**config.mk**
```make
export PLATFORM = sky130hd
export DESIGN_NAME = colisor_disparo_flat
export DESIGN_NICKNAME = d
export VERILOG_FILES = /design/src/rtl/batalha_pkg.sv /design/src/rtl/colisor_disparo_if.sv /design/src/rtl/contador_acertos.sv /design/src/rtl/colisor_disparo.sv /design/src/flat_wrapper.sv
export SDC_FILE = /design/constraint.sdc
export NUM_CORES = 1
export LEC_CHECK = 0
export CAP_MARGIN = 20
export CORE_ASPECT_RATIO = 1.25
export CORE_UTILIZATION = 49
export DETAILED_ROUTE_END_ITERATION = 7
export PLACE_DENSITY_LB_ADDON = 0.12
export SETUP_SLACK_MARGIN = 0.4
export SYNTH_ARGS = -nofsm -noshare
export SYNTH_HDL_FRONTEND = slang
export SYNTH_SLANG_ARGS = --single-unit
```
**constraint.sdc**
```tcl
create_clock -name clk -period 2 [get_ports clk]
set_input_delay 0.3 -clock clk [delete_from_list [all_inputs] [get_ports clk]]
set_output_delay 0.3 -clock clk [all_outputs]
set_load 0.02 [all_outputs]
```
**src/rtl/batalha_pkg.sv**
```systemverilog
// rtl/batalha_pkg.sv - shared board constants, colisor FSM states and player encoding.
package batalha_pkg;
  localparam int NUM_LINHAS    = 11;
  localparam int LARGURA_LINHA = 64;
  localparam int LARGURA_ADDR  = 5;

  typedef enum logic [2:0] {
    IDLE,
    LEITURA,
    CHECA,
    ESCRITA,
    FIM
  } estado_colisor_t;

  typedef enum logic {
    JOGADOR_1 = 1'b0,
    JOGADOR_2 = 1'b1
  } jogador_t;
endpackage

```
**src/rtl/colisor_disparo_if.sv**
```systemverilog
// rtl/colisor_disparo_if.sv - shot request, colisor RMW port and result signals.
interface colisor_disparo_if;
  import batalha_pkg::*;

  logic                     disparo_valid;
  logic                     disparo_jogador;
  logic [3:0]               disparo_linha;
  logic [5:0]               disparo_coluna;
  logic                     ocupado;
  logic                     readyColisor;
  logic                     jogadorColisor;
  logic [LARGURA_ADDR-1:0]  colisor_addr;
  logic [LARGURA_LINHA-1:0] dataReadColisor;
  logic                     colisor_wrep1;
  logic                     colisor_wrep2;
  logic [LARGURA_LINHA-1:0] colisor_data;
  logic                     resultado_valid;
  logic                     acerto;
  logic                     invalido;
  logic [6:0]               acertos_p1;
  logic [6:0]               acertos_p2;

  modport master (
    input  disparo_valid, disparo_jogador, disparo_linha, disparo_coluna, dataReadColisor,
    output ocupado, readyColisor, jogadorColisor, colisor_addr, colisor_wrep1, colisor_wrep2,
    output colisor_data, resultado_valid, acerto, invalido, acertos_p1, acertos_p2
  );

  modport slave (
    output disparo_valid, disparo_jogador, disparo_linha, disparo_coluna, dataReadColisor,
    input  ocupado, readyColisor, jogadorColisor, colisor_addr, colisor_wrep1, colisor_wrep2,
    input  colisor_data, resultado_valid, acerto, invalido, acertos_p1, acertos_p2
  );
endinterface

```
**src/rtl/contador_acertos.sv**
```systemverilog
// rtl/contador_acertos.sv - 7-bit saturating hit counter with sync clear.
module contador_acertos (
  input  logic       clk,
  input  logic       i_clr,
  input  logic       i_inc,
  output logic [6:0] o_valor
);
  logic [6:0] r_valor;

  always_ff @(posedge clk) begin
    if (i_clr) begin
      r_valor <= 7'd0;
    end else if (i_inc && (r_valor != 7'h7f)) begin
      r_valor <= r_valor + 7'd1;
    end
  end

  assign o_valor = r_valor;
endmodule

```
**src/rtl/colisor_disparo.sv**
```systemverilog
// rtl/colisor_disparo.sv - resolves one shot via read-modify-write on the colisor port.
module colisor_disparo #(
  parameter int LAT_LEITURA = 2,
  parameter int NUM_LINHAS  = batalha_pkg::NUM_LINHAS
) (
  input  logic                clk,
  input  logic                resetGeral,
  colisor_disparo_if.master   bus
);
  import batalha_pkg::*;

  localparam logic [2:0] CNT_INI = 3'(LAT_LEITURA - 1);

  estado_colisor_t          r_estado;
  logic [2:0]               r_cnt;
  jogador_t                 r_jog;
  logic [5:0]               r_col;
  logic [LARGURA_ADDR-1:0]  r_addr;
  logic [LARGURA_LINHA-1:0] r_linha_dado;
  logic [LARGURA_LINHA-1:0] r_data;
  logic                     r_hit;
  logic                     r_ready;
  logic                     r_wrep1;
  logic                     r_wrep2;
  logic                     r_rv;
  logic                     r_acerto;
  logic                     r_invalido;

  logic                     w_linha_invalida;
  logic                     w_bit_hit;
  logic                     w_wrep1;
  logic                     w_wrep2;
  logic [6:0]               w_acertos_p1;
  logic [6:0]               w_acertos_p2;

  assign w_linha_invalida = ({1'b0, bus.disparo_linha} >= 5'(NUM_LINHAS));
  assign w_bit_hit        = r_linha_dado[r_col];

  // A reset landing in the ESCRITA cycle must kill the strobe already on the wire.
  assign w_wrep1 = r_wrep1 & ~resetGeral;
  assign w_wrep2 = r_wrep2 & ~resetGeral;

  always_ff @(posedge clk) begin
    if (resetGeral) begin
      r_estado     <= IDLE;
      r_cnt        <= 3'd0;
      r_jog        <= JOGADOR_1;
      r_col        <= 6'd0;
      r_addr       <= '0;
      r_linha_dado <= '0;
      r_data       <= '0;
      r_hit        <= 1'b0;
      r_ready      <= 1'b0;
      r_wrep1      <= 1'b0;
      r_wrep2      <= 1'b0;
      r_rv         <= 1'b0;
      r_acerto     <= 1'b0;
      r_invalido   <= 1'b0;
    end else begin
      r_wrep1 <= 1'b0;
      r_wrep2 <= 1'b0;
      r_rv    <= 1'b0;
      case (r_estado)
        IDLE: begin
          if (bus.disparo_valid) begin
            r_col <= bus.disparo_coluna;
            if (w_linha_invalida) begin
              r_estado   <= FIM;
              r_rv       <= 1'b1;
              r_invalido <= 1'b1;
              r_acerto   <= 1'b0;
            end else begin
              r_estado <= LEITURA;
              r_jog    <= jogador_t'(bus.disparo_jogador);
              r_addr   <= {1'b0, bus.disparo_linha};
              r_ready  <= 1'b1;
              r_cnt    <= CNT_INI;
            end
          end
        end
        LEITURA: begin
          if (r_cnt == 3'd0) begin
            r_linha_dado <= bus.dataReadColisor;
            r_estado     <= CHECA;
          end else begin
            r_cnt <= r_cnt - 3'd1;
          end
        end
        CHECA: begin
          r_hit    <= w_bit_hit;
          r_data   <= r_linha_dado & ~(64'h1 << r_col);
          r_wrep1  <= w_bit_hit && (r_jog == JOGADOR_1);
          r_wrep2  <= w_bit_hit && (r_jog == JOGADOR_2);
          r_estado <= ESCRITA;
        end
        ESCRITA: begin
          r_ready    <= 1'b0;
          r_rv       <= 1'b1;
          r_acerto   <= r_hit;
          r_invalido <= 1'b0;
          r_estado   <= FIM;
        end
        FIM:     r_estado <= IDLE;
        default: r_estado <= IDLE;
      endcase
    end
  end

  contador_acertos u_cont_p1 (
    .clk     (clk),
    .i_clr   (resetGeral),
    .i_inc   (w_wrep1),
    .o_valor (w_acertos_p1)
  );

  contador_acertos u_cont_p2 (
    .clk     (clk),
    .i_clr   (resetGeral),
    .i_inc   (w_wrep2),
    .o_valor (w_acertos_p2)
  );

  assign bus.ocupado         = (r_estado != IDLE);
  assign bus.readyColisor    = r_ready;
  assign bus.jogadorColisor  = r_jog;
  assign bus.colisor_addr    = r_addr;
  assign bus.colisor_wrep1   = w_wrep1;
  assign bus.colisor_wrep2   = w_wrep2;
  assign bus.colisor_data    = r_data;
  assign bus.resultado_valid = r_rv;
  assign bus.acerto          = r_acerto;
  assign bus.invalido        = r_invalido;
  assign bus.acertos_p1      = w_acertos_p1;
  assign bus.acertos_p2      = w_acertos_p2;
endmodule

```
**src/flat_wrapper.sv**
```systemverilog
// flat-port wrapper written by rule: the top's interface ports become plain ports
module colisor_disparo_flat import batalha_pkg::*;
#(
  parameter int LAT_LEITURA = 2,
  parameter int NUM_LINHAS  = batalha_pkg::NUM_LINHAS
)
  (clk, resetGeral, bus_disparo_valid, bus_disparo_jogador, bus_disparo_linha, bus_disparo_coluna, bus_dataReadColisor, bus_ocupado, bus_readyColisor, bus_jogadorColisor, bus_colisor_addr, bus_colisor_wrep1, bus_colisor_wrep2, bus_colisor_data, bus_resultado_valid, bus_acerto, bus_invalido, bus_acertos_p1, bus_acertos_p2);
  colisor_disparo_if bus_i ();
  input  logic clk;
  input  logic resetGeral;
  input wire logic [$bits(bus_i.disparo_valid)-1:0] bus_disparo_valid;
  input wire logic [$bits(bus_i.disparo_jogador)-1:0] bus_disparo_jogador;
  input wire logic [$bits(bus_i.disparo_linha)-1:0] bus_disparo_linha;
  input wire logic [$bits(bus_i.disparo_coluna)-1:0] bus_disparo_coluna;
  input wire logic [$bits(bus_i.dataReadColisor)-1:0] bus_dataReadColisor;
  output wire logic [$bits(bus_i.ocupado)-1:0] bus_ocupado;
  output wire logic [$bits(bus_i.readyColisor)-1:0] bus_readyColisor;
  output wire logic [$bits(bus_i.jogadorColisor)-1:0] bus_jogadorColisor;
  output wire logic [$bits(bus_i.colisor_addr)-1:0] bus_colisor_addr;
  output wire logic [$bits(bus_i.colisor_wrep1)-1:0] bus_colisor_wrep1;
  output wire logic [$bits(bus_i.colisor_wrep2)-1:0] bus_colisor_wrep2;
  output wire logic [$bits(bus_i.colisor_data)-1:0] bus_colisor_data;
  output wire logic [$bits(bus_i.resultado_valid)-1:0] bus_resultado_valid;
  output wire logic [$bits(bus_i.acerto)-1:0] bus_acerto;
  output wire logic [$bits(bus_i.invalido)-1:0] bus_invalido;
  output wire logic [$bits(bus_i.acertos_p1)-1:0] bus_acertos_p1;
  output wire logic [$bits(bus_i.acertos_p2)-1:0] bus_acertos_p2;
  assign bus_i.disparo_valid = bus_disparo_valid;
  assign bus_i.disparo_jogador = bus_disparo_jogador;
  assign bus_i.disparo_linha = bus_disparo_linha;
  assign bus_i.disparo_coluna = bus_disparo_coluna;
  assign bus_i.dataReadColisor = bus_dataReadColisor;
  assign bus_ocupado = bus_i.ocupado;
  assign bus_readyColisor = bus_i.readyColisor;
  assign bus_jogadorColisor = bus_i.jogadorColisor;
  assign bus_colisor_addr = bus_i.colisor_addr;
  assign bus_colisor_wrep1 = bus_i.colisor_wrep1;
  assign bus_colisor_wrep2 = bus_i.colisor_wrep2;
  assign bus_colisor_data = bus_i.colisor_data;
  assign bus_resultado_valid = bus_i.resultado_valid;
  assign bus_acerto = bus_i.acerto;
  assign bus_invalido = bus_i.invalido;
  assign bus_acertos_p1 = bus_i.acertos_p1;
  assign bus_acertos_p2 = bus_i.acertos_p2;
  colisor_disparo #(.LAT_LEITURA(LAT_LEITURA), .NUM_LINHAS(NUM_LINHAS)) u_core (.clk(clk), .resetGeral(resetGeral), .bus(bus_i));
endmodule
```
==> results.sh <==
export IMPL_min_period_ps=1924
export IMPL_cp_cell_sequence="buf_6 -> mux4_2 -> mux2i_1 -> nor3_2 -> o311ai_4 -> nand3_1"
export IMPL_synth_area_sq_um=6723
export IMPL_rows=47
export IMPL_wl_um=25240
export IMPL_worstSetupStartpoint="u_core.r_col[1]"
export IMPL_fillers=846
export IMPL_io_pins=169
export IMPL_num_antenna_cells=0
export IMPL_drc=0
export IMPL_seqPwrFrac_pct=38.3
export IMPL_final_hold_viol_count=0
export IMPL_cp_max_fo=5
export IMPL_yosys_warnings=0
export IMPL_switchingPower_mw=3.117
export IMPL_cts_tree="built"
export IMPL_clk_pin_slew_ps=70
export IMPL_critPathLaunchType="register"
export IMPL_cts_buffer_depth=2
export IMPL_cts_root_buf="clkbuf_16"
export IMPL_finalSetupTns_ps=0
export IMPL_fin_crit_sh_pct=96.20
export IMPL_maxSlewViolCount=0
export IMPL_fp_coreArea_sq_um=13290
export IMPL_max_stage_delay_ps=470
export IMPL_pwr_density_cell_nw_per_um2=923.1
export IMPL_dpl_hpwl_um=13490
export IMPL_numCtsBuffers=17
export IMPL_fin_nets=1027
export IMPL_first_iter_violations=792
export IMPL_timing_rr_start="u_core.r_col[1]"
export IMPL_die_w_um=106.8
export IMPL_synth_cell_types=47
export IMPL_cts_sinks=166
export IMPL_vias=6962
export IMPL_p_comb_share_pct=27.6
export IMPL_holdWs_ps=235.7
export IMPL_placed_area_sq_um=8632
export IMPL_fp_dieH_um=133.0
export IMPL_synth_flop_cell="dfxtp_1"
export IMPL_critPathKind="register to register"
export IMPL_cpMaxStageDelayCell="mux4_2"
export IMPL_relSlewSlack_pct=46.88
export IMPL_p_sw_share_pct=31.70
export IMPL_ctsHoldBuffers=0
export IMPL_viasPerCell=6.167
export IMPL_insertion_delay_ps=430
export IMPL_p_total_mw=9.832
export IMPL_yosysSeqAreaShare_pct=49.43
export IMPL_cp_arrival_ps=2220
export IMPL_rsz0062_at_grt="true"
export IMPL_setup_violations=0
export IMPL_die_area_sq_um=14190
export IMPL_hold_start="resetGeral"
export IMPL_start_util_pct=50.58
export IMPL_htree_levels=4
export IMPL_worst_pin_slew_ps=796.8
export IMPL_syn_inst=737
export IMPL_worstHoldPathType="primary input to register"
export IMPL_utilization_pct=80.15
export IMPL_endpoint_kind="register"
export IMPL_synth_seq_cells=166
export IMPL_io_buffer_count=167
export IMPL_async_reset_ff_share_pct=0
export IMPL_grt_max_degree=55
export IMPL_wl_per_cell_um=22.36
export IMPL_drive_gt1_share_pct=29.96
export IMPL_max_freq_mhz=519.8
export IMPL_ir_drop_v=0.0005580
export IMPL_maxCapViolCount=0
export IMPL_crit_required_ps=2300
export IMPL_grt_pass1_vias=6310
export IMPL_outcome="finished clean"
export IMPL_grt_overflow=0
export IMPL_synth_area_leaders="dfxtp_1 (49%), nand2_1 (12%), a32o_1 (9.5%)"
export IMPL_synth_edf_count=0
export IMPL_drtAntennaViolNets=0
export IMPL_p_leak_nw=4.388
export IMPL_place_gp_congestion=0.8683
export IMPL_internal_power_mw=6.715
export IMPL_fin_area_sq_um=10650
export IMPL_antenna_found_initial=0
export IMPL_synth_top_area_share_pct=49.43
export IMPL_finalClockSkew_ps=14.37
export IMPL_grt_pass1_wl_um=32960
export IMPL_first_pass_iters=5
export IMPL_grt_usage_pct=30.27
export IMPL_synth_top_area_cell="dfxtp_1"
export IMPL_area_growth_syn_to_layout_pct=58.44
export IMPL_synth_nets=819
export IMPL_clockPowerShare_pct=34.1
export IMPL_syn_area_per_cell_sq_um=9.122
-- cells in the final DEF (no fill, tap or decap), types with 4 or more instances in the layout --
cell type	synthesis	final
a21oi_1	71	14
clkbuf_16	0	26
dfxtp_1	166	157
buf_16	0	6
nand2_4	0	34
clkdlybuf4s50_1	0	76
o21ai_0	5	5
nand2_2	0	22
a21oi_2	1	56
a32o_1	64	64
dfxtp_2	0	6
mux4_2	9	11
buf_12	0	8
inv_6	0	4
clkinv_4	0	4
dlygate4sd2_1	0	87
inv_1	8	5
buf_6	3	10
nand2_1	209	152
nand2b_1	7	6
nor2b_4	0	4
nor2_1	49	41
xor2_1	8	8
buf_4	4	42
mux2i_1	19	18
nand3_1	6	5
nand4_1	5	5
nor2_2	0	7
-- synth_stat cells (4+ instances only) --
library cell  number
nand4_1            5
o21ai_0            5
buf_2             16
nor2b_1            5
inv_1              8
buf_4              4
mux4_1             5
xor2_1             8
nor2_1            49
ha_1               4
a32o_1            64
clkbuf_1          32
mux4_2             9
nand2b_1           7
a21oi_1           71
dfxtp_1          166
mux2i_1           19
nand2_1          209
nor3_1             6
nand3_1            6
-- path summary, 6_finish.rpt --
path / slack (ps) / depth (start not counted) / end
min: 240 / 2 / u_core.bus.jogadorColisor
max: 80 / 6 / u_core.r_hit
min reg2reg: 470 / 1 / u_core.bus.colisor_data[9]
max reg2reg: 80 / 6 / u_core.r_hit
-- worst max-delay path: cells and delay by family (launching register included) --
family                 cells  cell delay, ps
and+or+nand+nor            2             220
AOI/OAI and AO/OA          1             340
buffers and inverters      1             120
muxes                      2             700
DFF                        1             410
-- routing by layer --
| layer | vias up | wire length (um) | global-route usage, % |
|---|---|---|---|
| li1 | 3029 | - | - |
| met5 | - | 0 | 0 |
| met4 | 0 | 1268 | 13.32 |
| met2 | 446 | 12330 | 51.33 |
| met1 | 3374 | 9323 | 37.39 |
| met3 | 113 | 2318 | 5.320 |
-- what timing repair did --
| item | 4_1_cts | 5_1_grt |
|---|---|---|
| buffers inserted | 17 | 16 |
| cloned | 7 | 11 |
| pin swaps | 10 | 101 |
| endpoints found under the setup margin | 227 | 151 |
| gates resized for setup | 133 | 197 |
-- logic make-up after synthesis --
group / after synthesis / share of synthesized area [%]
adder cells (fa/ha/maj): 4 / 0.7445
flip-flops: 166 / 49.43
other: 1 / 0.05578
AO/OA/AOI/OAI: 158 / 17.70
multiplexers: 33 / 7.798
buffers and inverters: 63 / 4.374
XOR/XNOR: 10 / 1.303
AND/OR/NAND/NOR: 302 / 18.59
-- power groups by stage --
stage,sequential (mW),clock (mW),combinational [mW]
after global routing,3.78,3.48,2.82
after floorplan,3.76,0,0.920
after detailed placement,3.80,0,1.51
final,3.77,3.36,2.71
after global placement,3.79,0,1.47
after CTS,3.73,3.33,1.88
-- registers in the layout, summed over array words and instances, names as in the netlist, 3 cells and up --
signal and cells:
u_core.bus.colisor_addr 4, u_core.u_cont_p2.o_valor 7, u_core.u_cont_p1.o_valor 7, u_core.r_cnt 3, u_core.bus.colisor_data 64, u_core.r_linha_dado 64
u_core.r_estado 3, u_core.r_col 6
-- area by class of cell --
type,instances,area [sq um],share of cell area [%]
inverters,8,30.03,0.2819
multi-input cells,509,3900,36.61
clock inverters,14,165.2,1.551
flip-flops and latches,166,3342,31.38
repair buffers,243,2561,24.05
well taps,171,214.0,2.009
clock buffers,18,439.2,4.123
-- stage by stage --
step / worst slack, ps / cells
final: 76.01 / 1129
after floorplan: 292.8 / 737
after detailed placement: 56.71 / 1046
after CTS: 169.1 / 1102
after global placement: 101.8 / 1046
after global routing: 5.949 / 1129
No activity file was read; power rests on OpenSTA's default activity.
